--- src/rtl/pep_ks_boram_buffer.sv ---
// Body RAM between key-switch and bootstrap body consumer: two parity banks with
// per-entry valid bitmap, consume-on-accept reads and per-bank occupancy counters.
module pep_ks_boram_buffer #(
  parameter int DATA_W      = 21,
  parameter int PBS_NB      = 16,
  parameter int PID_W       = $clog2(PBS_NB),
  parameter int RAM_LATENCY = 2
) (
  input  logic                   clk,
  input  logic                   a_rst,
  input  logic                   ks_boram_wr_en,
  input  logic [DATA_W-1:0]      ks_boram_data,
  input  logic [PID_W-1:0]       ks_boram_pid,
  input  logic                   ks_boram_parity,
  input  logic                   rd_req_vld,
  output logic                   rd_req_rdy,
  input  logic [PID_W-1:0]       rd_req_pid,
  input  logic                   rd_req_parity,
  output logic                   rd_data_avail,
  output logic [DATA_W-1:0]      rd_data,
  output logic [PID_W-1:0]       rd_pid,
  input  logic                   reset_cache,
  output logic [1:0][PID_W:0]    bank_cnt,
  output logic                   err_overwrite,
  output logic                   err_pid
);

  localparam int ADDR_W = PID_W + 1;
  localparam int DEPTH  = 2 ** ADDR_W;
  localparam logic [PID_W:0] PBS_NB_C = (PID_W + 1)'(PBS_NB);
  localparam logic [PID_W:0] CNT_ONE  = (PID_W + 1)'(1);

  logic [DEPTH-1:0]                   valid_r;
  logic [DATA_W-1:0]                  mem_r [DEPTH];
  logic [RAM_LATENCY-1:0]             pipe_vld_r;
  logic [RAM_LATENCY-1:0][DATA_W-1:0] pipe_data_r;
  logic [RAM_LATENCY-1:0][PID_W-1:0]  pipe_pid_r;
  logic                               err_overwrite_r;
  logic                               err_pid_r;

  logic              wr_pid_ok_s;
  logic              rd_pid_ok_s;
  logic              wr_ok_s;
  logic              acc_s;
  logic              same_s;
  logic              overwrite_s;
  logic              err_pid_s;
  logic [ADDR_W-1:0] wr_addr_s;
  logic [ADDR_W-1:0] rd_addr_s;
  logic [1:0]        inc_s;
  logic [1:0]        dec_s;

  // Request decode: range checks, readiness, accept and per-bank count events
  always_comb begin
    wr_addr_s   = {ks_boram_parity, ks_boram_pid};
    rd_addr_s   = {rd_req_parity, rd_req_pid};
    wr_pid_ok_s = ({1'b0, ks_boram_pid} < PBS_NB_C);
    rd_pid_ok_s = ({1'b0, rd_req_pid} < PBS_NB_C);
    wr_ok_s     = ks_boram_wr_en & wr_pid_ok_s & ~reset_cache;
    rd_req_rdy  = valid_r[rd_addr_s] & ~reset_cache & rd_pid_ok_s;
    acc_s       = rd_req_vld & rd_req_rdy;
    // A write landing on the entry being consumed refills it rather than overwriting
    same_s      = acc_s & (rd_addr_s == wr_addr_s);
    overwrite_s = wr_ok_s & valid_r[wr_addr_s] & ~same_s;
    err_pid_s   = (ks_boram_wr_en & ~wr_pid_ok_s) | (rd_req_vld & ~rd_pid_ok_s);
    inc_s       = 2'b00;
    dec_s       = 2'b00;
    if (wr_ok_s) begin
      inc_s[ks_boram_parity] = ~valid_r[wr_addr_s] | same_s;
    end else begin
      inc_s = 2'b00;
    end
    if (acc_s) begin
      dec_s[rd_req_parity] = 1'b1;
    end else begin
      dec_s = 2'b00;
    end
  end

  // Body storage, no reset; read-before-write comes from the registered read port
  always_ff @(posedge clk) begin
    if (wr_ok_s) begin
      mem_r[wr_addr_s] <= ks_boram_data;
    end
  end

  // Valid bitmap: clear on accept first so a same-entry write leaves it set
  always_ff @(posedge clk or posedge a_rst) begin
    if (a_rst) begin
      valid_r <= '0;
    end else if (reset_cache) begin
      valid_r <= '0;
    end else begin
      if (acc_s) begin
        valid_r[rd_addr_s] <= 1'b0;
      end
      if (wr_ok_s) begin
        valid_r[wr_addr_s] <= 1'b1;
      end
    end
  end

  // Per-bank occupancy, saturating at PBS_NB and never below zero
  always_ff @(posedge clk or posedge a_rst) begin
    if (a_rst) begin
      bank_cnt <= '0;
    end else if (reset_cache) begin
      bank_cnt <= '0;
    end else begin
      for (int b = 0; b < 2; b++) begin
        case ({inc_s[b], dec_s[b]})
          2'b10: begin
            if (bank_cnt[b] < PBS_NB_C) begin
              bank_cnt[b] <= bank_cnt[b] + CNT_ONE;
            end
          end
          2'b01: begin
            if (bank_cnt[b] != '0) begin
              bank_cnt[b] <= bank_cnt[b] - CNT_ONE;
            end
          end
          default: bank_cnt[b] <= bank_cnt[b];
        endcase
      end
    end
  end

  // Read pipeline; data stages only load on a valid beat so outputs hold between pulses
  always_ff @(posedge clk or posedge a_rst) begin
    if (a_rst) begin
      pipe_vld_r  <= '0;
      pipe_data_r <= '0;
      pipe_pid_r  <= '0;
    end else begin
      pipe_vld_r[0] <= acc_s;
      if (acc_s) begin
        pipe_data_r[0] <= mem_r[rd_addr_s];
        pipe_pid_r[0]  <= rd_req_pid;
      end
      for (int k = 1; k < RAM_LATENCY; k++) begin
        pipe_vld_r[k] <= pipe_vld_r[k-1];
        if (pipe_vld_r[k-1]) begin
          pipe_data_r[k] <= pipe_data_r[k-1];
          pipe_pid_r[k]  <= pipe_pid_r[k-1];
        end
      end
    end
  end

  // One-cycle error pulses
  always_ff @(posedge clk or posedge a_rst) begin
    if (a_rst) begin
      err_overwrite_r <= 1'b0;
      err_pid_r       <= 1'b0;
    end else begin
      err_overwrite_r <= overwrite_s;
      err_pid_r       <= err_pid_s;
    end
  end

  assign rd_data_avail = pipe_vld_r[RAM_LATENCY-1];
  assign rd_data       = pipe_data_r[RAM_LATENCY-1];
  assign rd_pid        = pipe_pid_r[RAM_LATENCY-1];
  assign err_overwrite = err_overwrite_r;
  assign err_pid       = err_pid_r;

endmodule

--- config.mk ---
export PLATFORM = sky130hd
export DESIGN_NAME = pep_ks_boram_buffer
export DESIGN_NICKNAME = d
export VERILOG_FILES = /design/src/rtl/pep_ks_boram_buffer.sv
export SDC_FILE = /design/constraint.sdc
export NUM_CORES = 1
export LEC_CHECK = 0
export BUFFER_PORTS_ARGS = -buffer_cell sky130_fd_sc_hd__buf_2
export CAP_MARGIN = 20
export CORE_MARGIN = 1.5
export CORE_UTILIZATION = 55
export CTS_BUF_LIST = sky130_fd_sc_hd__clkbuf_16
export CTS_CLUSTER_DIAMETER = 100
export DETAILED_ROUTE_END_ITERATION = 10
export PLACE_DENSITY = 0.79
export SYNTH_ARGS = -nofsm -noshare
export SYNTH_HDL_FRONTEND = slang
export SYNTH_SLANG_ARGS = --single-unit
--- constraint.sdc ---
create_clock -name clk -period 9.6 [get_ports clk]
set_input_delay 0.48 -clock clk [delete_from_list [all_inputs] [get_ports clk]]
set_output_delay 0.48 -clock clk [all_outputs]
set_load 0.01 [all_outputs]
; Word level (Yosys, flattened, before mapping)
; Memories as Yosys holds them, arrays and structs flattened. A register that Yosys moved wholly into a read port is not among the register bits.
; Cells that the tools add are included.
[totals]
wordCells = 83
ram_bits = 672
out_inout_bits = 39
reg_bits = 74
memories = 1
in_bits = 36
[memory_table]
columns = memory, words, width, rd, rd_clocked_by_memory_dff, write_ports, line
row1 = mem_r, 32, 21, 1, 1, 1, 34  ; logic [DATA_W-1:0] mem_r [DEPTH];
[classes]
n_reduce_logical = 10
order_cmp = 10
mux = 27
bitwise_logic = 14
addsub = 4
n_eq_ne = 9
[ops]
columns = op, n
row1 = 2-to-1 mux 32 bit, 4
row2 = bitwise AND 32 bit, 1
row3 = NOT 32 bit, 1
row4 = OR 32 bit, 1
row5 = 2-to-1 mux 5 bit, 4
row6 = one-hot mux 5 bit (2 select lines), 2
row7 = less-than comparator 5 x 6 -> 1 bit (second input constant), 2
row8 = inequality test 3 bit (second input constant), 4
row9 = adder 5 x 1 -> 5 bit (second input constant), 2
row10 = binary-select mux 1 bit (select 5 bit), 2
row11 = demux 1 bit (select 5 bit), 2
row12 = greater-or-equal comparator 5 x 1 -> 1 bit (second input constant), 2
row13 = less-than comparator 5 bit (second input constant), 2
row14 = 2-to-1 mux 10 bit, 1
row15 = nonzero test 5 bit, 2
row16 = subtractor 5 x 1 -> 5 bit (second input constant), 2
row17 = 2-to-1 mux 1 bit, 8
row18 = bitwise AND 1 bit, 6
row19 = AND reduction 3 bit, 2
row20 = nonzero test 3 bit, 2
row21 = equality test 5 bit, 1
row22 = equality test 2 x 1 -> 1 bit (second input constant), 2
row23 = equality test 2 bit (second input constant), 2
row24 = logical AND 1 bit, 4
row25 = other kinds (7), 13

; Depth between registers and ports, before layout
[logic_depth]
depth_word = 11
depth_mapped = 15
mapped_depth_nobuf = 13

; Least setup slack after synthesis
; No wires, ideal clock.
[synth_path]
path_kind = input -> register
start = in rd_req_pid[2]
end = reg bank_cnt[4] (netlist bit)
required_time_ps = 9531
cell_stages = 14
slack_ps = 6258
path_buffers = 1
arrival_ps = 3274
cell_sequence = buf_2 > and2b_1 > a221oi_1 > a211oi_1 > o31ai_4 > or2b_4 > a21oi_2 > xor2_1 > ha_1 > or3_1 > a21oi_1 > mux2i_1 > or4_1 > nand3_1
[synth_via]
elab_chain_len = 11
[synth_rtl]
columns = item, line
row1 = start: declaration, 17  ; input logic [PID_W-1:0] rd_req_pid,
row2 = binary-select mux 1 bit (select 5 bit), 60  ; rd_req_rdy = valid_r[rd_addr_s] & ~reset_cache & rd_pid_ok_s;
row3 = 2-to-1 mux 1 bit (not written as such), 60
row4 = bitwise AND 1 bit, 60
row5 = bitwise AND 1 bit, 61  ; acc_s = rd_req_vld & rd_req_rdy;
row6 = bitwise AND 1 bit, 63  ; same_s = acc_s & (rd_addr_s == wr_addr_s);
row7 = OR 1 bit, 69  ; inc_s[ks_boram_parity] = ~valid_r[wr_addr_s] | same_s;
row8 = bitwise AND 2 bit (no line), n/a
row9 = 2-to-1 mux 2 bit, 68  ; if (wr_ok_s) begin
row10 = equality test 2 x 1 -> 1 bit / equality test 2 bit (equally long branches), 111  ; case ({inc_s[b], dec_s[b]})
row11 = inequality test 3 bit (no line) (tied with other cells), n/a
row12 = AND reduction 3 bit (no line) / 2-to-1 mux 10 bit (equally long branches), n/a
row13 = end signal: indexed assignment, 114  ; bank_cnt[b] <= bank_cnt[b] + CNT_ONE;
row14 = end signal: indexed assignment, 119  ; bank_cnt[b] <= bank_cnt[b] - CNT_ONE;
row15 = end signal: indexed assignment, 122  ; default: bank_cnt[b] <= bank_cnt[b];
row16 = end: declaration, 23  ; output logic [1:0][PID_W:0] bank_cnt,
; Several ways; a longest one is shown, not always the timed one. The select of a mux whose other input is x is not followed.
; A chain may end at the register's enable or synchronous reset.

; Worst setup path in the final report
[layout_path]
start = in rd_req_pid[1]
end = reg bank_cnt[4] (netlist bit)
; The elaborated chain is that of the path after synthesis.

==> reports/qor.csv <==
metric;value;unit
power.density;209;nW/um2
placed_area;31500;um2
finalCritPeriodShare;45.3;%
syn2layout_area_growth;11.7;%
ys_seq_elements;767;
period_needed;4.35;ns
h-tree-depth;3;
synthArstFlopShare;12.4;%
required;10.12;ns
start_kind;input pin;
clk_latency;0.62;ns
routedWlPerCell;31.4;um
antenna_found_initial;2;
core;54200;um2
io_pins;75;
p_leak;0.0117;uW
fin_area;33900;um2
fin_tns_setup;0;ns
fmax;230;MHz
irDropWorstVdd;0.118;mV
cp-end-kind;flop;
cts_buffers;74;
die_area;56600;um2
die_x;238;um
root_buffer;clkbuf_16;
cts_resized;0;
start_util;56.0;%
drtIter0Drc;2178;
finalHoldViolations;0;
syn_inst;1576;
finalSetupViolCount;0;
tritoncts;done;
remaining_drc_errors;0;
grt_pass1_vias;16500;
via_per_inst;6.75;
die_h;238;um
syn_avg_cell_area;19.3;um2
yosys.cell_types.count;61;
syn-num-nets;1616;
relSlewSlack;29.8;%
synth_edf_count;672;
clk_pin_slew;0.06;ns
hold_path.class;input pin to flop;
synth_flop_cell;edfxtp_1;
drt_pass1_iterations;7;
grt_pass1_wl;111000;um
drv_slew;0;
drt_wl_total;75800;um
final_util;62.5;%
hold_ws;0.284;ns
dp_hpwl;38700;um
dr_total_vias;16300;
status;complete, no violations;
stdcell_count;2412;
tightestPinTransition;1.05;ns
crit_slowest_cell;buf_4;
ys_seq_area_share;74.3;%
yosysWarnings;0;
grt_max_degree;114;
critical_path_class;input pin to flop;
gp_congestion;0.897;
overflow;0;
synth_area;30400;um2
cp_cell_sequence;clkbuf_8, buf_4, mux4_2, nand4_1, nand4_2, o31ai_4, or2b_4, a21oi_2, xor2_1, ha_1, or3_1, a21oi_1, mux2i_1, or4_1, nand3_1;
cp_max_fo;97;
n_fill_cell;3527;
cts.sinks;767;
rows;85;
rsz0062_at_grt;no;
nNetsFinal;1699;
cpPeakStageDelay;0.79;ns
max_cap_violations;0;
crit_arrival;4.87;ns
clock_path_buffers;3;
diodes;0;
portBuffers;73;
drtAntennaViolNets;0;
layout-drive-gt1-share;25.5;%
dp_cells;2277;
grt_use_total;27.4;%
final.setup_skew;0.0343;ns
[power by group]
part / switching [uW] / internal [uW] / total (uW)
Clock: 1210 / 1650 / 2850
Combinational: 262 / 190 / 452
Sequential: 63.7 / 3720 / 3780
[per-layer routing]
| metal | global-route usage (%) | part of all wire, % | up-vias |
|---|---|---|---|
| met2 | 45.7 | 50 | 1117 |
| met1 | 35.8 | 35 | 8422 |
| met4 | 10.2 | 3.6 | 2 |
| li1 | - | - | 6546 |
| met3 | 5.76 | 11 | 190 |
| met5 | 0 | 0.017 | - |
[Yosys cell counts, drive strengths merged, types with 3 or more instances]
cell type | number | area [um2]
dfrtp | 95 | 2380
a221oi | 31 | 272
or4 | 4 | 30.0
mux2 | 36 | 405
o211ai | 5 | 37.5
a31oi | 14 | 87.6
nor2b | 6 | 37.5
or2 | 3 | 18.8
buf | 55 | 349
nor2 | 43 | 161
a22o | 28 | 245
xnor2 | 3 | 26.3
o21ai | 43 | 215
nand2b | 14 | 87.6
nand4 | 4 | 31.3
nor4 | 3 | 18.8
clkbuf | 59 | 221
or3 | 6 | 37.5
edfxtp | 672 | 20200
mux4 | 170 | 3830
a22oi | 20 | 150
mux2i | 27 | 270
a21oi | 45 | 229
nor3 | 8 | 40.0
nand2 | 75 | 282
o31ai | 5 | 78.8
inv | 37 | 139
o221ai | 4 | 35.0
nand3 | 14 | 70.1
and2 | 5 | 31.3
xor2 | 6 | 52.6
o22ai | 4 | 25.0
and3 | 3 | 18.8
ha | 4 | 50.1
[area by class of cell]
class	instances	area, um2	share of cell area (%)
inverter	37	141	0.417
clock buffer	76	1900	5.61
multi-input combinational	658	7130	21.0
sequential	767	22600	66.5
tap	696	871	2.57
timing repair buffer	121	860	2.53
clock inverter	57	460	1.36
[sequential cells by signal, summed over array words and instances, names as in the netlist]
register and count:
bank_cnt 10, err_overwrite 1, mem_r 672, pipe_data_r 21
pipe_pid_r 4, pipe_vld_r 2, rd_data 21, rd_pid 4
valid_r 32
[layout by cell type (no fill, tap or decap), types with 6 or more instances in the layout]
| cell type | n |
|---|---|
| a21oi_1 | 44 |
| a221oi_1 | 31 |
| a22o_1 | 28 |
| a22oi_1 | 20 |
| a31oi_1 | 14 |
| buf_2 | 71 |
| buf_4 | 41 |
| bufinv_16 | 8 |
| clkbuf_16 | 76 |
| clkinv_1 | 17 |
| clkinv_2 | 12 |
| dfrtp_1 | 95 |
| edfxtp_1 | 672 |
| inv_1 | 53 |
| mux2_2 | 31 |
| mux2i_1 | 27 |
| mux4_2 | 170 |
| nand2_1 | 75 |
| nand2b_1 | 14 |
| nand3_1 | 14 |
| nor2_1 | 40 |
| nor2b_1 | 6 |
| nor3_1 | 7 |
| o21ai_0 | 42 |
| or3_1 | 6 |
| xor2_1 | 6 |
[repair_timing]
| action | 4_1_cts | 5_1_grt |
|---|---|---|
| buffers inserted | 0 | 0 |
| hold buffers | 1 | 0 |
| hold endpoints to repair | 20 | 0 |
| endpoints found under the setup margin | 0 | 0 |
[stage by stage]
step	power (uW)	setup slack, ns
5_1_grt	7270	5.07
4_1_cts	7110	5.24
6_report	7090	5.25
3_3_place_gp	4270	4.66
3_5_place_dp	4290	4.65
2_1_floorplan	4160	6.26
[critical path, delay by kind of cell]
family | cells | cell delay (ns)
buf+inv | 2 | 1.41
simple gates | 6 | 1.33
mux | 2 | 0.70
compound gates | 3 | 0.50
fa+ha+maj | 1 | 0.24
xor+xnor | 1 | 0.17
[worst paths after layout]
check	startpoint	endpoint	slack [ns]	depth (start not counted)
max	rd_req_pid[1]	bank_cnt[4]	5.25	15
min	ks_boram_wr_en	err_overwrite	0.28	3
max reg2reg	valid_r[3]	bank_cnt[4]	6.18	13
min reg2reg	pipe_data_r[6]	pipe_data_r[6]	0.50	2
max in group asynchronous	a_rst	valid_r[6]	8.30	5
min in group asynchronous	a_rst	rd_data[13]	0.38	3
[cell families after synthesis]
logic type,synth area share [%]
adders and majority gates,0.165
buffers and inverters,2.34
other,0.0123
DFF,74.3
and+or+nand+nor,3.16
xor gates and xnor gates,0.260
AOI/OAI and AO/OA,4.94
muxes,14.8
No activity file was read; power rests on OpenSTA's default activity.
